[src/rtl/bus_master_if.sv]
// Single-transaction bus master: arbitrates with bus_req/bus_grnt, then runs one strobed access.
// Latency: core_req to core_rdy is 3 cycles minimum; grant wait is unbounded, access aborts after TIMEOUT cycles.
// Backpressure: core_req is sampled only in IDLE and is dropped while busy; the slave stalls via bus_rdy.
module bus_master_if #(
  parameter int ADDR_W  = 30,
  parameter int DATA_W  = 32,
  parameter int TIMEOUT = 16
) (
  input  logic              clk,
  input  logic              rest,
  input  logic              core_req,
  input  logic              core_rw,
  input  logic [ADDR_W-1:0] core_addr,
  input  logic [DATA_W-1:0] core_wr_data,
  output logic              core_busy,
  output logic              core_rdy,
  output logic              core_err,
  output logic [DATA_W-1:0] core_rd_data,
  output logic              bus_req,
  input  logic              bus_grnt,
  output logic              bus_as,
  output logic              bus_rw,
  output logic [ADDR_W-1:0] bus_addr,
  output logic [DATA_W-1:0] bus_wr_data,
  input  logic [DATA_W-1:0] bus_rd_data,
  input  logic              bus_rdy
);

  typedef enum logic [1:0] {IDLE, REQ, ACCESS} state_t;

  localparam logic [7:0] CNT_LAST = 8'(TIMEOUT - 1);

  state_t              state_q, state_d;
  logic                rw_q, rw_d;
  logic [ADDR_W-1:0]   addr_q, addr_d;
  logic [DATA_W-1:0]   wdata_q, wdata_d;
  logic [DATA_W-1:0]   rdata_q, rdata_d;
  logic [7:0]          cnt_q, cnt_d;
  logic                rdy_q, rdy_d;
  logic                err_q, err_d;

  always_comb begin
    state_d = state_q;
    rw_d    = rw_q;
    addr_d  = addr_q;
    wdata_d = wdata_q;
    rdata_d = rdata_q;
    cnt_d   = cnt_q;
    rdy_d   = 1'b0;
    err_d   = 1'b0;
    case (state_q)
      IDLE: begin
        if (core_req) begin
          rw_d    = core_rw;
          addr_d  = core_addr;
          wdata_d = core_wr_data;
          state_d = REQ;
        end
      end
      REQ: begin
        if (bus_grnt) begin
          cnt_d   = '0;
          state_d = ACCESS;
        end
      end
      ACCESS: begin
        // A ready slave wins over a timeout expiring in the same cycle.
        if (bus_rdy) begin
          state_d = IDLE;
          rdy_d   = 1'b1;
          if (!rw_q) rdata_d = bus_rd_data;
        end else if (cnt_q == CNT_LAST) begin
          state_d = IDLE;
          rdy_d   = 1'b1;
          err_d   = 1'b1;
          rdata_d = '0;
        end else begin
          cnt_d = cnt_q + 8'd1;
        end
      end
      default: state_d = IDLE;
    endcase
  end

  always_ff @(posedge clk) begin
    if (rest) begin
      state_q <= IDLE;
      rw_q    <= 1'b0;
      addr_q  <= '0;
      wdata_q <= '0;
      rdata_q <= '0;
      cnt_q   <= '0;
      rdy_q   <= 1'b0;
      err_q   <= 1'b0;
    end else begin
      state_q <= state_d;
      rw_q    <= rw_d;
      addr_q  <= addr_d;
      wdata_q <= wdata_d;
      rdata_q <= rdata_d;
      cnt_q   <= cnt_d;
      rdy_q   <= rdy_d;
      err_q   <= err_d;
    end
  end

  // Bus outputs are pure decodes of registered state, so no input reaches an output combinationally.
  assign core_busy    = (state_q != IDLE);
  assign core_rdy     = rdy_q;
  assign core_err     = err_q;
  assign core_rd_data = rdata_q;
  assign bus_req      = (state_q == REQ) || (state_q == ACCESS);
  assign bus_as       = (state_q == ACCESS);
  assign bus_rw       = bus_as & rw_q;
  assign bus_addr     = bus_as ? addr_q : '0;
  assign bus_wr_data  = bus_as ? wdata_q : '0;

endmodule

[config.mk]
export PLATFORM = sky130hd
export DESIGN_NAME = bus_master_if
export DESIGN_NICKNAME = d
export VERILOG_FILES = /design/src/rtl/bus_master_if.sv
export SDC_FILE = /design/constraint.sdc
export NUM_CORES = 1
export LEC_CHECK = 0
export CORE_MARGIN = 3
export CORE_UTILIZATION = 42
export DETAILED_ROUTE_END_ITERATION = 10
export PLACE_DENSITY = 0.91
export SYNTH_ARGS = -nofsm -noshare
export SYNTH_HDL_FRONTEND = slang
export SYNTH_SLANG_ARGS = --single-unit
export TNS_END_PERCENT = 100
[constraint.sdc]
create_clock -name clk -period 1.9 [get_ports clk]
set_input_delay 0.38 -clock clk [delete_from_list [all_inputs] [get_ports clk]]
set_output_delay 0.38 -clock clk [all_outputs]
set_load 0.01 [all_outputs]
Yosys cells after proc, flatten, opt, wreduce, memory -nomap -nowiden. Index checks and enable logic that the tools add are counted.

Bitwise logic cells: 2. Reduce and logical (&&, ||, !) cells: 11. Muxes and demuxes: 16. Eq/ne operators: 9. Add/sub/neg operators: 1.

Operator list (number): 2-to-1 mux 32 bit (4); 2-to-1 mux 30 bit (1); 2-to-1 mux 8 bit (3); one-hot mux 8 bit (2 select lines) (1); != test 2 bit, second input constant (5); adder 8 x 1 -> 8 bit, second input constant (1); == test 8 x 4 -> 1 bit, second input constant (1); 2-to-1 mux 2 bit (4); one-hot mux 2 bit (3 select lines) (1); AND reduction 3 bit (2); nonzero test 2 bit (3); AND reduction 4 bit (1); != test 3 x 1 -> 1 bit, second input constant (1); OR reduction 3 bit (1); == test 2 x 1 -> 1 bit, second input constant (1); == test 2 bit, second input constant (1); zero test 2 bit (1); 2-to-1 mux 1 bit (2); AND reduction 2 bit (1); OR reduction 2 bit (1); AND 1 bit (1); logical OR 1 bit (1); NOT 1 bit (1).

Bits in registers: 107. Input port bits: 100. Output and inout port bits: 100.

Logic depth before layout (Yosys ltp). Gate-level depths: netlist of run 1.

Word-level depth: 4. Depth in mapped cells: 7.

Least setup slack after synthesis of run 1. No wires, ideal clock.

Path type: register to output. Start point: reg state_q[0]. End point: out bus_addr[0]. Slack: 0.203 ns. Cell stages (with the launch flop): 6. Arrival time: 1.317 ns. Cells stage by stage: dfxtp_1 inv_1 ha_1 clkbuf_1 clkbuf_1 and2_1.

Cells in the longest elaborated chain, start to end: 2.

Ends and longest elaborated chain: start, declared (RTL line 33) `state_t state_q, state_d;`; start signal, assigned (RTL line 96) `state_q <= state_d;`; == test 2 bit (RTL line 113) `assign bus_as = (state_q == ACCESS);`; net bus_as (RTL line 21) `output logic bus_as,`; 2-to-1 mux 30 bit (RTL line 115) `assign bus_addr = bus_as ? addr_q : '0;`; end, declared (RTL line 23) `output logic [ADDR_W-1:0] bus_addr,`.

The timed path passes the listed nets, and every way through them passes these cells.

Final worst setup path of run 1.
Start point: reg state_q[0]. End point: out bus_addr[14].

Cells in the longest elaborated chain, start to end: 2.

Ends and longest elaborated chain (RTL line): == test 2 bit (113); 2-to-1 mux 30 bit (115).

No other way between the ends.

==> impl_metrics.csv, run 1 <==
group,metric,value,unit
min_path,hold_end,"addr_q[28]$_SDFFE_PP0P_",
yosys,synth_fa_ha_area_share,1.42,%
setup_path,crit_family,"buffers and inverters",
power,p_leak,2.69,nW
yosys,synth_top_area_share,48.5,%
detailed_routing,drt-total-wl,13800,um
min_path,hold_start,"addr_q[28]$_SDFFE_PP0P_",
finish,stdcell_area,6830,sq um
detailed_routing,ant_nets,0,
timing,rsz0062_at_grt,"yes",
global_route,grt.overflow.total,0,
setup_path,rr_startpoint,"state_q[0]$_SDFFE_PP0P_",
power,power,6.43,mW
die,die-area,11800,sq um
yosys,synth_area_per_cell,7.71,sq um
timing,finalSetupViolCount,14,
detailed_routing,drt_first_iter_violations,265,
setup_path,cp.depth,5,
cts,h-tree-depth,3,
finish,layout_common_cells,"nand2_1 (163), clkdlybuf4s50_1 (132), dfxtp_1 (105)",
yosys,synth_nets,678,
finish,drive_gt1_share,17.5,%
cts,cts.path.max_buffers,2,
yosys,yosys.area_share.simple,28.0,%
timing,hold_viol_final,0,
detailed_routing,num_vias,4650,
setup_path,slowest_stage,"dfxtp_2",
timing,skew,11.0,ps
setup_path,crit_required,1520,ps
placed_design,dpl_cell_area,6650,sq um
die,ios,200,
detailed_routing,post_drt_via_cell_ratio,5.15,
die,row_count,36,
cts,clk_pin_slew,100,ps
timing,maxSlewHeadroom,59.6,%
die,core,10000,sq um
cts,tritoncts,"done",
yosys,netlist_area,4420,sq um
yosys,syn_inst,573,
finish,mostFrequentLayoutCell,"nand2_1",
timing,timing.final.crit_share,101,%
power,p_per_area,941,nW/um^2
die,dieHeight,109,um
yosys,yosysUniqueCellTypes,30,
outcome,outcome,"finished, violations left",
min_path,holdCritPathClass,"register to register",
setup_path,arrival,1540,ps
timing,period_minus_slack,1920,ps
yosys,yosysTopAreaCell,"dfxtp_1",
timing,fin_tns_setup,-148,ps
setup_path,end_kind,"output port",
setup_path,startpoint_type,"register",
detailed_routing,routedWlPerCell,15.3,um
power,peakVddDrop,468,uV
global_route,grt_pass1_wl,21200,um
setup_path,crit_path_max_fanout,15,
setup_path,crit_buf_inv,3,
yosys,yosysSeqAreaShare,48.5,%
yosys,synthXorXnorAreaFrac,0,%
cts,clock-sinks,107,
cts,clk_latency,370,ps
cts,cts_buffers,9,
yosys,ys_top_cells_by_area,"dfxtp_1 (48%), nand2_1 (14%), a21oi_1 (12%), and2_1 (9.2%), o21ai_1 (3.5%)",
placed_design,gp_congestion,0.833,
setup_path,worstSetupPathType,"register to output port",
global_route,antenna_found_initial,0,
cts,holdBufCountCts,0,
finish,diodes,0,
detailed_routing,first_pass_iters,5,
detailed_routing,drc_errors,0,
placed_design,port_buffers,199,
setup_path,crit_chain,"inv_2 -> ha_4 -> bufbuf_16 -> and2_1 -> buf_2",
job,drv_cap,0,
yosys,synth.area.mux_share,0.453,%
yosys,synth_top_family_by_area,"simple AND/OR/NAND/NOR gates",
finish,area_delta_synth_final,54.5,%
finish,fin_nets,870,
timing,worst_slew_pin_slew,607,ps
timing,finalMaxSlewViolations,0,
min_path,hold_path_depth,2,
cts,cts_root_buf,"clkbuf_8",
setup_path,r2r_cells,7,
setup_path,max_stage_delay,360,ps
die,die_w,109,um
placed_design,hpwlAfterDp,9680,um
yosys,ys_warn_count,0,
timing,fmax,0.520,GHz
outcome,failed_checks,"negative setup slack",
yosys,ys_ff_latch,107,
global_route,groute.usage.overall,22.6,%
setup_path,r2r_end,"cnt_q[3]$_SDFFE_PP0P_",
timing,setup_ws,-23.9,ps
finish,n_fill_cell,814,
global_route,grt_pass1_vias,4565,
die,start_util,44.2,%
global_route,grt_max_degree,61,
setup_path,r2r_slack,120,ps
yosys,synth_compound_area_share,17.4,%
==> cells by family (layout without fill, tap and decap cells) <==
kind of cell | count (synthesis) | in the layout
and+or+nand+nor | 263 | 263
buffers and inverters | 48 | 245
AOI/OAI and AO/OA | 148 | 148
adders and majority gates | 5 | 5
muxes | 2 | 2
DFF | 107 | 107
==> worst max path at each step <==
stage / start / slack [ps] / endpoint
2_1_floorplan: state_q[0]$_SDFFE_PP0P_ / 200 / bus_addr[0]
3_3_place_gp: bus_rdy / 20 / cnt_q[6]$_SDFFE_PP0P_
3_5_place_dp: bus_rdy / -30 / core_rd_data[22]$_SDFFE_PP0P_
4_1_cts: state_q[0]$_SDFFE_PP0P_ / -40 / bus_wr_data[29]
5_1_grt: state_q[0]$_SDFFE_PP0P_ / -80 / bus_wr_data[29]
6_report: state_q[0]$_SDFFE_PP0P_ / -20 / bus_addr[14]
==> cell usage after synthesis <==
master and instances:
a21oi_1 102, a31oi_1 5, and2_1 65, and3_1 1
and4_1 1, buf_1 5, buf_2 4, clkbuf_1 33
dfxtp_1 107, ha_1 5, inv_1 5, inv_2 1
mux2i_1 2, nand2_1 164, nand2b_1 8, nand3_1 6
nand4_1 2, nor2_1 1, nor2b_1 3, nor3_1 1
nor3_2 1, nor4_1 2, o2111ai_2 1, o211ai_1 4
o21ai_0 4, o21ai_1 31, o21ai_2 1, or3_1 4
or4_1 3, or4_4 1
==> worst min-delay path, delay by kind of cell, from the launching register on <==
family	cells	cell delay, ps
flops	1	320
compound gates	1	50
simple gates	1	50
==> cell type report <==
class	instances	area [sq um]	area share, %
tap	133	166	2.44
timing repair buffer	223	2110	30.9
clock buffer	11	151	2.22
multi-input combinational	418	2180	31.9
inverter	6	22.5	0.330
clock inverter	5	60.1	0.879
sequential	107	2140	31.4
==> what timing repair did <==
item | 4_1_cts | 5_1_grt
resized for setup | 252 | 41
gates cloned | 3 | 0
setup endpoints to repair | 66 | 67
pin swaps | 1 | 15
setup buffers | 2 | 1
==> flip-flops by register name, indices dropped and copies added, names as in the netlist <==
register      flops
addr_q           30
core_rdy          1
cnt_q             8
core_err          1
state_q           2
wdata_q          32
rw_q              1
core_rd_data     32
==> layer usage <==
metal / track usage (%) / share of wire, %
met3: 6.39 / 9.4
met1: 25.1 / 40
met4: 7.21 / 1.9
met2: 41.3 / 49
met5: 0 / 0
==> report_power, final <==
part	internal (mW)	total (mW)	switching, mW
clock network	0.687	1.45	0.765
registers	2.54	2.70	0.158
logic	1.06	2.28	1.22
==> stage by stage <==
| step | cells | utilization [%] | setup slack, ps | hold slack (ps) |
|---|---|---|---|---|
| after global placement | 882 | 66.5 | 19.4 | 437 |
| after floorplan | 573 | - | 203 | 432 |
| after global routing | 903 | 68.3 | -82.8 | 473 |
| after CTS | 903 | 67.9 | -43.9 | 457 |
| after detailed placement | 882 | 66.5 | -26.4 | 443 |
| final | 903 | 68.3 | -23.9 | 454 |
Power figures use the tool's default switching activity.
==> inputs of run 2 (changes only) <==
--- a/config.mk
+++ b/config.mk
@@ -5,10 +5,12 @@
 export SDC_FILE = /design/constraint.sdc
 export NUM_CORES = 1
 export LEC_CHECK = 0
-export CORE_MARGIN = 3
+export CORE_MARGIN = 5
 export CORE_UTILIZATION = 42
 export DETAILED_ROUTE_END_ITERATION = 10
+export HOLD_SLACK_MARGIN = 0.06
 export PLACE_DENSITY = 0.91
+export REMOVE_ABC_BUFFERS = 1
 export SYNTH_ARGS = -nofsm -noshare
 export SYNTH_HDL_FRONTEND = slang
 export SYNTH_SLANG_ARGS = --single-unit
==> run 2 against run 1 <==
The flow still finishes with violations (negative setup slack). Sequential share of layout area is 0.97 points lower. Worst setup slack worse by 28 ps. Utilization is 0.35 points higher. Clock power hardly changed. Critical endpoint is now bus_wr_data[18]. Largest power group unchanged. Highest routed layer unchanged.
==> impl_metrics.csv, run 2 (synthesis gave the netlist of run 1 again) <==
group,metric,value,unit
outcome,outcome,"finished, violations left",
outcome,failed_checks,"negative setup slack",
die,core,10300,sq um
setup_path,r2r_slack,100,ps
detailed_routing,first_pass_iters,7,
cts,clk_latency,360,ps
cts,h-tree-depth,3,
power,p_per_area,947,nW/um^2
min_path,holdCritPathClass,"register to register",
setup_path,r2r_cells,7,
global_route,grt_pass1_wl,22600,um
cts,cts.path.max_buffers,2,
job,drv_cap,0,
global_route,grt.overflow.total,0,
setup_path,crit_start,"state_q[0]$_SDFFE_PP0P_",
finish,stdcell_area,7050,sq um
power,pwr-share-clk,22.1,%
detailed_routing,drt-total-wl,15100,um
timing,skew,14.2,ps
setup_path,worstSetupPathType,"register to output port",
timing,timing.final.crit_share,103,%
finish,diodes,0,
setup_path,arrival,1570,ps
placed_design,port_buffers,199,
cts,cts_buffers,9,
finish,drive_gt1_share,18.9,%
detailed_routing,routedWlPerCell,16.6,um
die,ios,200,
timing,setup_ws,-51.6,ps
detailed_routing,post_drt_via_cell_ratio,5.11,
timing,worst_slew_pin_slew,543,ps
finish,mostFrequentLayoutCell,"nand2_1",
detailed_routing,num_vias,4664,
finish,area_delta_synth_final,59.6,%
timing,maxSlewHeadroom,63.8,%
global_route,grt_pass1_vias,4652,
timing,hold_viol_final,0,
global_route,groute.usage.overall,21.7,%
timing,finalMaxSlewViolations,0,
power,switchingPower,2.19,mW
cts,clock-sinks,107,
power,intPower,4.49,mW
power,p_leak,2.77,nW
detailed_routing,drc_errors,0,
placed_design,hpwlAfterDp,10300,um
placed_design,gp_congestion,0.858,
setup_path,crit_required,1520,ps
die,die_w,113,um
power,p_sw_share,32.8,%
setup_path,startpoint_type,"register",
setup_path,crit_path_max_fanout,7,
global_route,grt_max_degree,60,
finish,utilization,68.6,%
cts,tritoncts,"done",
finish,fin_nets,878,
power,peakVddDrop,596,uV
power,p_comb_share,37.4,%
die,row_count,37,
setup_path,r2r_end,"cnt_q[3]$_SDFFE_PP0P_",
die,start_util,43.0,%
placed_design,dpl_cell_area,6670,sq um
timing,period_minus_slack,1950,ps
setup_path,rr_startpoint,"state_q[0]$_SDFFE_PP0P_",
power,p_seq_share,40.5,%
timing,fmax,0.512,GHz
die,die-area,12700,sq um
setup_path,cp-endpoint,"bus_wr_data[18]",
timing,rsz0062_at_grt,"yes",
setup_path,end_kind,"output port",
global_route,antenna_found_initial,0,
cts,clk_pin_slew,90,ps
timing,finalSetupViolCount,17,
die,dieHeight,113,um
detailed_routing,drt_first_iter_violations,312,
finish,layout_common_cells,"nand2_1 (163), clkdlybuf4s50_1 (132), dfxtp_1 (105)",
detailed_routing,ant_nets,0,
cts,cts_root_buf,"clkbuf_8",
cts,holdBufCountCts,0,
-- run 2: cell type report --
type	instances	area [sq um]
Clock buffer	11	131
Clock inverter	4	76.3
Fill cell	807	3220
Inverter	6	22.5
Multi-Input combinational cell	418	2180
Sequential cell	107	2150
Tap cell	136	170
Timing Repair Buffer	231	2320
-- run 2: what timing repair did --
action,in CTS,in global routing
resized for setup,221,86
pin swaps,1,7
setup buffers,2,8
gates cloned,2,5
endpoints found under the setup margin,66,46
-- run 2: critical path, cell delays in order (launching register included) --
cell	delay (ps)
dfxtp_2	340
inv_2	50
ha_4	180
buf_6	120
buf_12	130
buf_12	130
and2_4	150
buf_6	110
-- run 2: worst min path at each step --
stage / slack, ps / end / start / cells after the start
2_1_floorplan: 430 / addr_q[0]$_SDFFE_PP0P_ / addr_q[0]$_SDFFE_PP0P_ / 2
3_3_place_gp: 440 / wdata_q[0]$_SDFFE_PP0P_ / wdata_q[0]$_SDFFE_PP0P_ / 2
3_5_place_dp: 440 / wdata_q[4]$_SDFFE_PP0P_ / wdata_q[4]$_SDFFE_PP0P_ / 2
4_1_cts: 460 / wdata_q[0]$_SDFFE_PP0P_ / wdata_q[0]$_SDFFE_PP0P_ / 2
5_1_grt: 480 / wdata_q[28]$_SDFFE_PP0P_ / wdata_q[28]$_SDFFE_PP0P_ / 2
6_report: 450 / wdata_q[4]$_SDFFE_PP0P_ / wdata_q[4]$_SDFFE_PP0P_ / 2
-- run 2: power by group through the flow --
| stage | registers (mW) | clock network [mW] | logic, mW |
|---|---|---|---|
| 2_1_floorplan | 2.70 | 0 | 0.985 |
| 3_3_place_gp | 2.72 | 0 | 2.06 |
| 3_5_place_dp | 2.74 | 0 | 2.13 |
| 4_1_cts | 2.70 | 1.51 | 2.21 |
| 5_1_grt | 2.74 | 1.61 | 2.72 |
| 6_report | 2.71 | 1.48 | 2.50 |
-- run 2: through the flow --
| step | hold slack (ps) | setup slack (ps) | power [mW] | TNS, ps | cells |
|---|---|---|---|---|---|
| 2_1_floorplan | 426 | -1690 | 3.69 | -76000 | 531 |
| 3_3_place_gp | 437 | 6.91 | 4.78 | 0 | 882 |
| 3_5_place_dp | 443 | -45.6 | 4.87 | -231 | 882 |
| 4_1_cts | 456 | -45.8 | 6.42 | -45.8 | 901 |
| 5_1_grt | 476 | -111 | 7.06 | -2520 | 913 |
| 6_report | 453 | -51.6 | 6.68 | -391 | 913 |
-- run 2: metal layers --
metal	part of all wire, %	global-route usage, %
met1	39	24.0
met2	54	40.1
met3	4.8	3.99
met4	2.7	9.21
met5	0	0
==> inputs of run 3 (changes only) <==
--- a/config.mk
+++ b/config.mk
@@ -5,11 +5,11 @@
 export SDC_FILE = /design/constraint.sdc
 export NUM_CORES = 1
 export LEC_CHECK = 0
-export CORE_MARGIN = 5
-export CORE_UTILIZATION = 42
+export ABC_AREA = 1
+export CORE_UTILIZATION = 37
 export DETAILED_ROUTE_END_ITERATION = 10
 export HOLD_SLACK_MARGIN = 0.06
-export PLACE_DENSITY = 0.91
+export PLACE_DENSITY = 0.8
 export REMOVE_ABC_BUFFERS = 1
 export SYNTH_ARGS = -nofsm -noshare
 export SYNTH_HDL_FRONTEND = slang
==> run 3 against run 2 <==
The flow now finishes without violations. Cell area increased by 8.5%. Clock power increased by 28%. Clock skew decreased by 9.5 ps. Wire length decreased by 4.9%. Sequential power increased by 4%. Cell count increased by 29%. Die area increased by 11%. First-iteration DRC count increased by 44%. Critical path type unchanged.
==> impl_metrics.csv, run 3 <==
group,metric,value,unit
detailed_routing,ant_nets,0,
finish,mostFrequentLayoutCell,"nand2_1",
timing,maxSlewHeadroom,74.7,%
die,row_count,42,
finish,layout_common_cells,"nand2_1 (193), nor2_1 (166), inv_1 (149)",
power,p_leak,3.88,nW
detailed_routing,num_vias,5245,
finish,diodes,0,
placed_design,dpl_cell_area,7360,sq um
global_route,grt_pass1_wl,22300,um
setup_path,crit_chain,"inv_2 -> ha_4 -> buf_4 -> buf_6 -> nand2_1 -> inv_1 -> clkdlybuf4s15_2",
yosys,ys_ff_latch,107,
power,p_per_area,906,nW/um^2
placed_design,hpwlAfterDp,9780,um
die,start_util,38.1,%
yosys,yosysUniqueCellTypes,22,
cts,cts.path.max_buffers,2,
timing,skew,4.69,ps
finish,fin_nets,1104,
timing,timing.final.crit_share,99.6,%
placed_design,gp_congestion,0.797,
die,dieHeight,119,um
global_route,antenna_found_initial,0,
power,p_comb_share,32.0,%
setup_path,crit_buf_inv,5,
global_route,grt_max_degree,50,
detailed_routing,drt-total-wl,14400,um
setup_path,startpoint_type,"register",
outcome,outcome,"finished, final reports clean",
setup_path,crit_family,"buffers and inverters",
die,ios,200,
detailed_routing,drc_errors,0,
power,p_seq_share,40.6,%
power,power,6.93,mW
setup_path,crit_path_max_fanout,6,
cts,tritoncts,"done",
finish,drive_gt1_share,12.5,%
setup_path,arrival,1510,ps
setup_path,end_kind,"output port",
yosys,synth_common_cells,"nand2_1 (194), nor2_1 (166), inv_1 (150)",
cts,cts_buffers,9,
cts,holdBufCountCts,0,
timing,fmax,0.528,GHz
cts,cts_root_buf,"clkbuf_16",
detailed_routing,post_drt_via_cell_ratio,4.45,
power,pwr-share-clk,27.4,%
yosys,syn_inst,798,
yosys,async_reset_ff_share,0,%
cts,clock-sinks,107,
yosys,synth_edf_count,0,
yosys,synth_top_area_share,42.5,%
cts,clk_pin_slew,60,ps
cts,clk_latency,350,ps
yosys,synth_most_common_cell,"nand2_1",
yosys,netlist_area,5040,sq um
job,drv_cap,0,
die,core,13200,sq um
power,intPower,4.75,mW
timing,period_minus_slack,1890,ps
setup_path,crit_required,1520,ps
timing,finalSetupViolCount,0,
yosys,ys_top_cells_by_area,"dfxtp_1 (42%), nand2_1 (14%), nor2_1 (12%), inv_1 (11%), o21ai_0 (6.6%)",
yosys,ys_warn_count,0,
global_route,grt.overflow.total,0,
setup_path,worstSetupPathType,"register to output port",
timing,rsz0062_at_grt,"yes",
power,p_sw_share,31.5,%
global_route,groute.usage.overall,19.9,%
die,die-area,14100,sq um
power,peakVddDrop,461,uV
detailed_routing,routedWlPerCell,12.2,um
min_path,holdCritPathClass,"register to register",
setup_path,max_stage_delay,320,ps
global_route,grt_pass1_vias,4530,
yosys,yosysSeqAreaShare,42.5,%
finish,stdcell_area,7650,sq um
finish,area_delta_synth_final,51.7,%
die,die_w,119,um
timing,finalMaxSlewViolations,0,
timing,hold_viol_final,0,
timing,worst_slew_pin_slew,378,ps
placed_design,port_buffers,199,
detailed_routing,drt_first_iter_violations,449,
yosys,synthFlopType,"dfxtp_1",
cts,h-tree-depth,3,
detailed_routing,first_pass_iters,5,
setup_path,slowest_stage,"dfxtp_2",
yosys,yosysTopAreaCell,"dfxtp_1",
power,switchingPower,2.19,mW
yosys,synth_area_per_cell,6.32,sq um
[run 3: cell count changes in the layout (fill, tap and decap cells not counted), sizes merged, moves of 32 or more]
cell,before,now
nor2,1,167
inv,6,152
a21oi,102,5
and2,65,0
nand4,2,36
nand2,164,196
[run 3: repair_timing]
action | 4_1_cts | 5_1_grt
endpoints found under the setup margin | 66 | 38
buffers inserted | 5 | 0
pin swaps | 0 | 0
cloned | 3 | 1
resized for setup | 220 | 18
[run 3: logic make-up (layout without fill, tap and decap cells)]
| family | count (synthesis) | in the layout | synth area share, % |
|---|---|---|---|
| DFF | 107 | 107 | 42.5 |
| AOI/OAI and AO/OA | 74 | 74 | 7.42 |
| adders and majority gates | 5 | 5 | 1.24 |
| buffers and inverters | 198 | 403 | 15.3 |
| and+or+nand+nor | 414 | 414 | 33.6 |
[run 3: routing by layer]
layer	track usage, %	vias up	wire, um	part of all wire (%)
li1	-	2780	-	-
met1	24.4	2310	6240	43
met2	34.2	139	7120	50
met3	4.25	16	760	5.3
met4	7.20	0	242	1.7
met5	0	-	0	0
[run 3: through the flow]
step / TNS (ps) / hold slack, ps / setup slack, ps / util, % / cells
6_report: 0 / 482 / 7.55 / 57.8 / 1179
4_1_cts: -14.0 / 487 / -6.05 / 58.3 / 1179
3_5_place_dp: 0 / 471 / 28.2 / 55.6 / 1156
2_1_floorplan: -144960 / 449 / -1440 / - / 752
5_1_grt: -1260 / 508 / -77.1 / 57.8 / 1179
3_3_place_gp: 0 / 462 / 28.0 / 55.6 / 1156
[run 3: final timing paths]
path / depth (start not counted) / slack [ps] / endpoint / start
max: 7 / 8 / bus_wr_data[17] / state_q[0]$_SDFFE_PP0P_
min: 2 / 480 / wdata_q[1]$_SDFFE_PP0P_ / wdata_q[1]$_SDFFE_PP0P_
max reg2reg: 10 / 160 / core_rd_data[14]$_SDFFE_PP0P_ / cnt_q[0]$_SDFFE_PP0P_
min reg2reg: 2 / 480 / wdata_q[1]$_SDFFE_PP0P_ / wdata_q[1]$_SDFFE_PP0P_
[run 3: worst min-delay path, stage by stage, from the launching register on]
cell	delay (ps)
dfxtp_1	320
nor2_1	50
nor2_1	80
[run 3: final cells by class]
cell class              instances  area (sq um)
repair buffers                236          2280
well taps                     176           220
fillers                      1291          5590
multi-input cells             493          2140
flip-flops and latches        107          2140
inverters                     152           571
clock buffers                  13           260
clock inverters                 2          35.0
[run 3: power by group through the flow]
stage                     logic (mW)  clock network, mW  registers, mW
after floorplan                 1.12                  0           2.84
after global placement          2.11                  0           2.86
after detailed placement        2.14                  0           2.86
after CTS                       2.23               1.93           2.82
after global routing            2.47               2.03           2.86
final                           2.22               1.90           2.82
==> RTL edit 1 (config.mk and constraints of run 1) <==
Change the parameter `DATA_W` from 32 to 28.
--- a/src/rtl/bus_master_if.sv
+++ b/src/rtl/bus_master_if.sv
@@ -3,7 +3,7 @@
 // Backpressure: core_req is sampled only in IDLE and is dropped while busy; the slave stalls via bus_rdy.
 module bus_master_if #(
   parameter int ADDR_W  = 30,
-  parameter int DATA_W  = 32,
+  parameter int DATA_W  = 28,
   parameter int TIMEOUT = 16
 ) (
   input  logic              clk,
Interface: changed (resized bus_rd_data, bus_wr_data, core_rd_data and core_wr_data); port bits go from 200 to 184. No check against the original RTL was run, so the function may have changed too.
==> RTL edit 1 against run 1 <==
The flow still finishes with violations (setup timing). Routed wire length fell by 6.0%. Sequential cell count down 8. Setup slack improved by 0.015 ns. Critical endpoint is now bus_addr[23]. Cell count is 7.1% lower. Total power shrank 11%. Synthesized area fell by 5.8%. Non-clock buffer count decreased by 23. Final area decreased by 10%.
==> RTL edit 1: results <==
[status]
status = "complete, but fails checks"
violations = "setup timing"

[drt]
drt_wl_total_um = 13010
drt_iter0_markers = 227
met3_length_um = 1160
met2_length_um = 6449
via_count = 4348
dr.pass1.iters = 4

[hold_path]
hp-class = "in -> reg"
hold_end = "cnt_q[7]"
worstHoldStart = "rest"

[grt]
grt_use_total_pct = 22.51
grt_pass1_wl_um = 20820
grt_max_degree = 55
use_met1_pct = 26.73
met2_usage_pct = 39.94

[final_layout]
fin_cells = 839
drive_gt1_share_pct = 15.49
final_nets = 802
fillers = 796

[timing]
hold_ws_ns = 0.3267
finalSetupTns_ns = -0.008489
slew_headroom_pct = 61.33
fin_ws_ns = -0.008489
setup_viol_count_final = 1
clock_skew_ns = 0.01055

[place]
pre_cts_slack_ns = -0.1214
place_congestion = 0.8399
place_area_um2 = 6156
hpwl_um = 9090
dp.cells = 820
io_buffers = 183

[clock_network]
postCtsSetupBuffers = 1
insertion_delay_ns = 0.35
path_clk_slew_ns = 0.09

[synth]
ys_types = 40
ys_top_cells_by_area = "dfxtp_1 (48%), nand2_1 (14%), a21oi_1 (11%)"
synth-adder-area-share_pct = 1.503
synth_compound_area_share_pct = 17.49
syn-mean-instance-area_um2 = 7.810
muxShareOfSynthArea_pct = 0.4809
synth_commonest_cells = "nand2_1 (157), dfxtp_1 (99), a21oi_1 (90)"
syn-num-nets = 630

[setup_path]
slowest_delay_ns = 0.34
crit_family = "buffers and inverters"
crit_end = "bus_addr[23]"
r2r_end = "cnt_q[5]"
critPathMaxFanout = 22

[power_and_ir_drop]
p_leak_uw = 0.002428
ir_drop_uv = 509.4
==> RTL edit 1: changes by cell type after synthesis, moves of 5 or more <==
cell / run 1 / this run
o21ai_1: 31 / 3
o21ai_0: 4 / 28
a21oi_1: 102 / 90
dfxtp_1: 107 / 99
nand2_1: 164 / 157
nand2b_1: 8 / 1
and2_1: 65 / 60
==> RTL edit 1: power by group <==
group | internal, uW | switching (uW) | total (uW)
registers | 2350 | 137 | 2490
clock network | 491 | 737 | 1230
logic | 878 | 1120 | 2000
total | 3720 | 1990 | 5710
==> RTL edit 1: cell type report <==
cell class | count | area [um^2] | share of cell area [%]
Multi-Input combinational cell | 388 | 2029 | 33.16
Sequential cell | 99 | 1984 | 32.42
Timing Repair Buffer | 200 | 1742 | 28.45
Tap cell | 129 | 161.4 | 2.637
Clock buffer | 10 | 127.6 | 2.085
Clock inverter | 6 | 50.05 | 0.8177
Inverter | 7 | 26.28 | 0.4293
==> RTL edit 2 (config.mk and constraints of run 1) <==
Without the edit above. Put one more register stage on the output `core_err`, without a reset. The value now appears one clock later. The other outputs are not delayed to match.
--- a/src/rtl/bus_master_if.sv
+++ b/src/rtl/bus_master_if.sv
@@ -107,7 +107,9 @@
   // Bus outputs are pure decodes of registered state, so no input reaches an output combinationally.
   assign core_busy    = (state_q != IDLE);
   assign core_rdy     = rdy_q;
-  assign core_err     = err_q;
+  always_ff @(posedge clk) begin
+    core_err <= err_q;
+  end
   assign core_rd_data = rdata_q;
   assign bus_req      = (state_q == REQ) || (state_q == ACCESS);
   assign bus_as       = (state_q == ACCESS);
Formal check against the unedited RTL: same outputs for any inputs over 4 cycles, from zero or initial values; that may be too few to reach the edited logic, so the function may still have changed.
==> RTL edit 2 against run 1 <==
Synthesized area grew 0.45%. Final area shrank 0.53%. Clock skew is essentially flat. Clock power shrank 12%. First-iteration DRC count grew 34%. Highest routed layer unchanged. Setup slack gained 0.021 ns. Critical endpoint is now bus_rw. Global-route usage grew 0.065 points. Routed wire length grew 1.2%. Cell count grew 0.55%. Sequential cell count grew 1. Utilization shrank 0.67 points. Largest power group unchanged. The flow still finishes with violations (setup timing). Worst hold slack lost 0.098 ns. Total power shrank 2.7%. Critical path depth grew 1.
==> RTL edit 2: results <==
[clock_network]
insertion_delay_ns = 0.35
ctsResizeCount = 238

[drt]
via_per_inst = 5.217
dr.pass1.iters = 6
met3_length_um = 1311
wl_met1_um = 5239
avgRoutedWirePerCell_um = 15.41
met2_length_um = 7118
drt_iter0_markers = 354
drt_wl_total_um = 13990

[power_and_ir_drop]
ir_drop_uv = 517.4
p_leak_uw = 0.002686

[place]
hpwl_um = 9733
pre_cts_slack_ns = -0.03039
dp.cells = 883
place_congestion = 0.8247

[hold_path]
worstHoldStart = "err_q"
hold_end = "core_err"
hold_depth = 0

[final_layout]
fillers = 803
drive_gt1_share_pct = 17.68

[timing]
finalSetupTns_ns = -0.002688
clock_skew_ns = 0.01052
setup_viol_count_final = 1
fin_ws_ns = -0.002688

[synth]
netlist_instances = 574
synth-adder-area-share_pct = 1.409
syn-num-nets = 679
synth_commonest_cells = "nand2_1 (164), dfxtp_1 (108), a21oi_1 (102)"
synth_compound_area_share_pct = 17.36
synth_seq_area_share_pct = 48.70

[grt]
grt_use_total_pct = 22.62
grt_pass1_wl_um = 21330
grt_max_degree = 51
grt_pass1_vias = 4506

[status]
violations = "setup timing"
status = "complete, but fails checks"

[setup_path]
r2r_slack_ns = 0.09
critPathMaxFanout = 10
-- RTL edit 2: cell count changes after synthesis --
cell	delta
dfxtp_1	+1
-- RTL edit 2: report_power, final --
group,switching [uW],leakage (uW),internal [uW]
Clock,793,0.0000791,488
Sequential,162,0.000881,2560
Combinational,1230,0.00173,1030
Total,2180,0.00269,4070
-- RTL edit 2: through the flow --
| stage | hold slack, ns | area (um^2) | utilization, % |
|---|---|---|---|
| 4_1_cts | 0.3620 | 6770 | 67.40 |
| 5_1_grt | 0.3768 | 6793 | 67.63 |
| 3_3_place_gp | 0.3124 | 6656 | 66.27 |
| 2_1_floorplan | 0.3096 | 4439 | - |
| 6_report | 0.3556 | 6793 | 67.63 |
| 3_5_place_dp | 0.3314 | 6656 | 66.27 |
-- RTL edit 2: area by class of cell --
class | count | area share, %
multi-input cells | 418 | 31.88
flip-flops and latches | 108 | 31.87
repair buffers | 227 | 30.87
well taps | 133 | 2.450
clock buffers | 10 | 1.879
clock inverters | 6 | 0.7184
inverters | 6 | 0.3316
-- RTL edit 2: worst max-delay path by stage --
stage	from	end	slack (ns)	cells past startpoint
6_report	state_q[0]	bus_rw	-0.003	6
3_5_place_dp	bus_grnt	cnt_q[3]	-0.03	5
5_1_grt	state_q[0]	bus_addr[27]	-0.08	6
4_1_cts	state_q[0]	bus_rw	-0.06	6
2_1_floorplan	state_q[0]	bus_addr[0]	0.20	5
3_3_place_gp	state_q[0]	bus_rw	-0.002	5
-- RTL edit 2: critical path, stage by stage (launching register included) --
cell and delay, ns:
dfxtp_2 0.33, inv_2 0.07, ha_4 0.24, buf_6 0.13, buf_12 0.12, and2_4 0.15, buf_2 0.13
-- RTL edit 2: layer usage --
metal	up-vias	track usage [%]
li1	2285	-
met1	2208	25.12
met2	218	41.17
met3	26	6.098
met4	0	8.386
met5	-	0
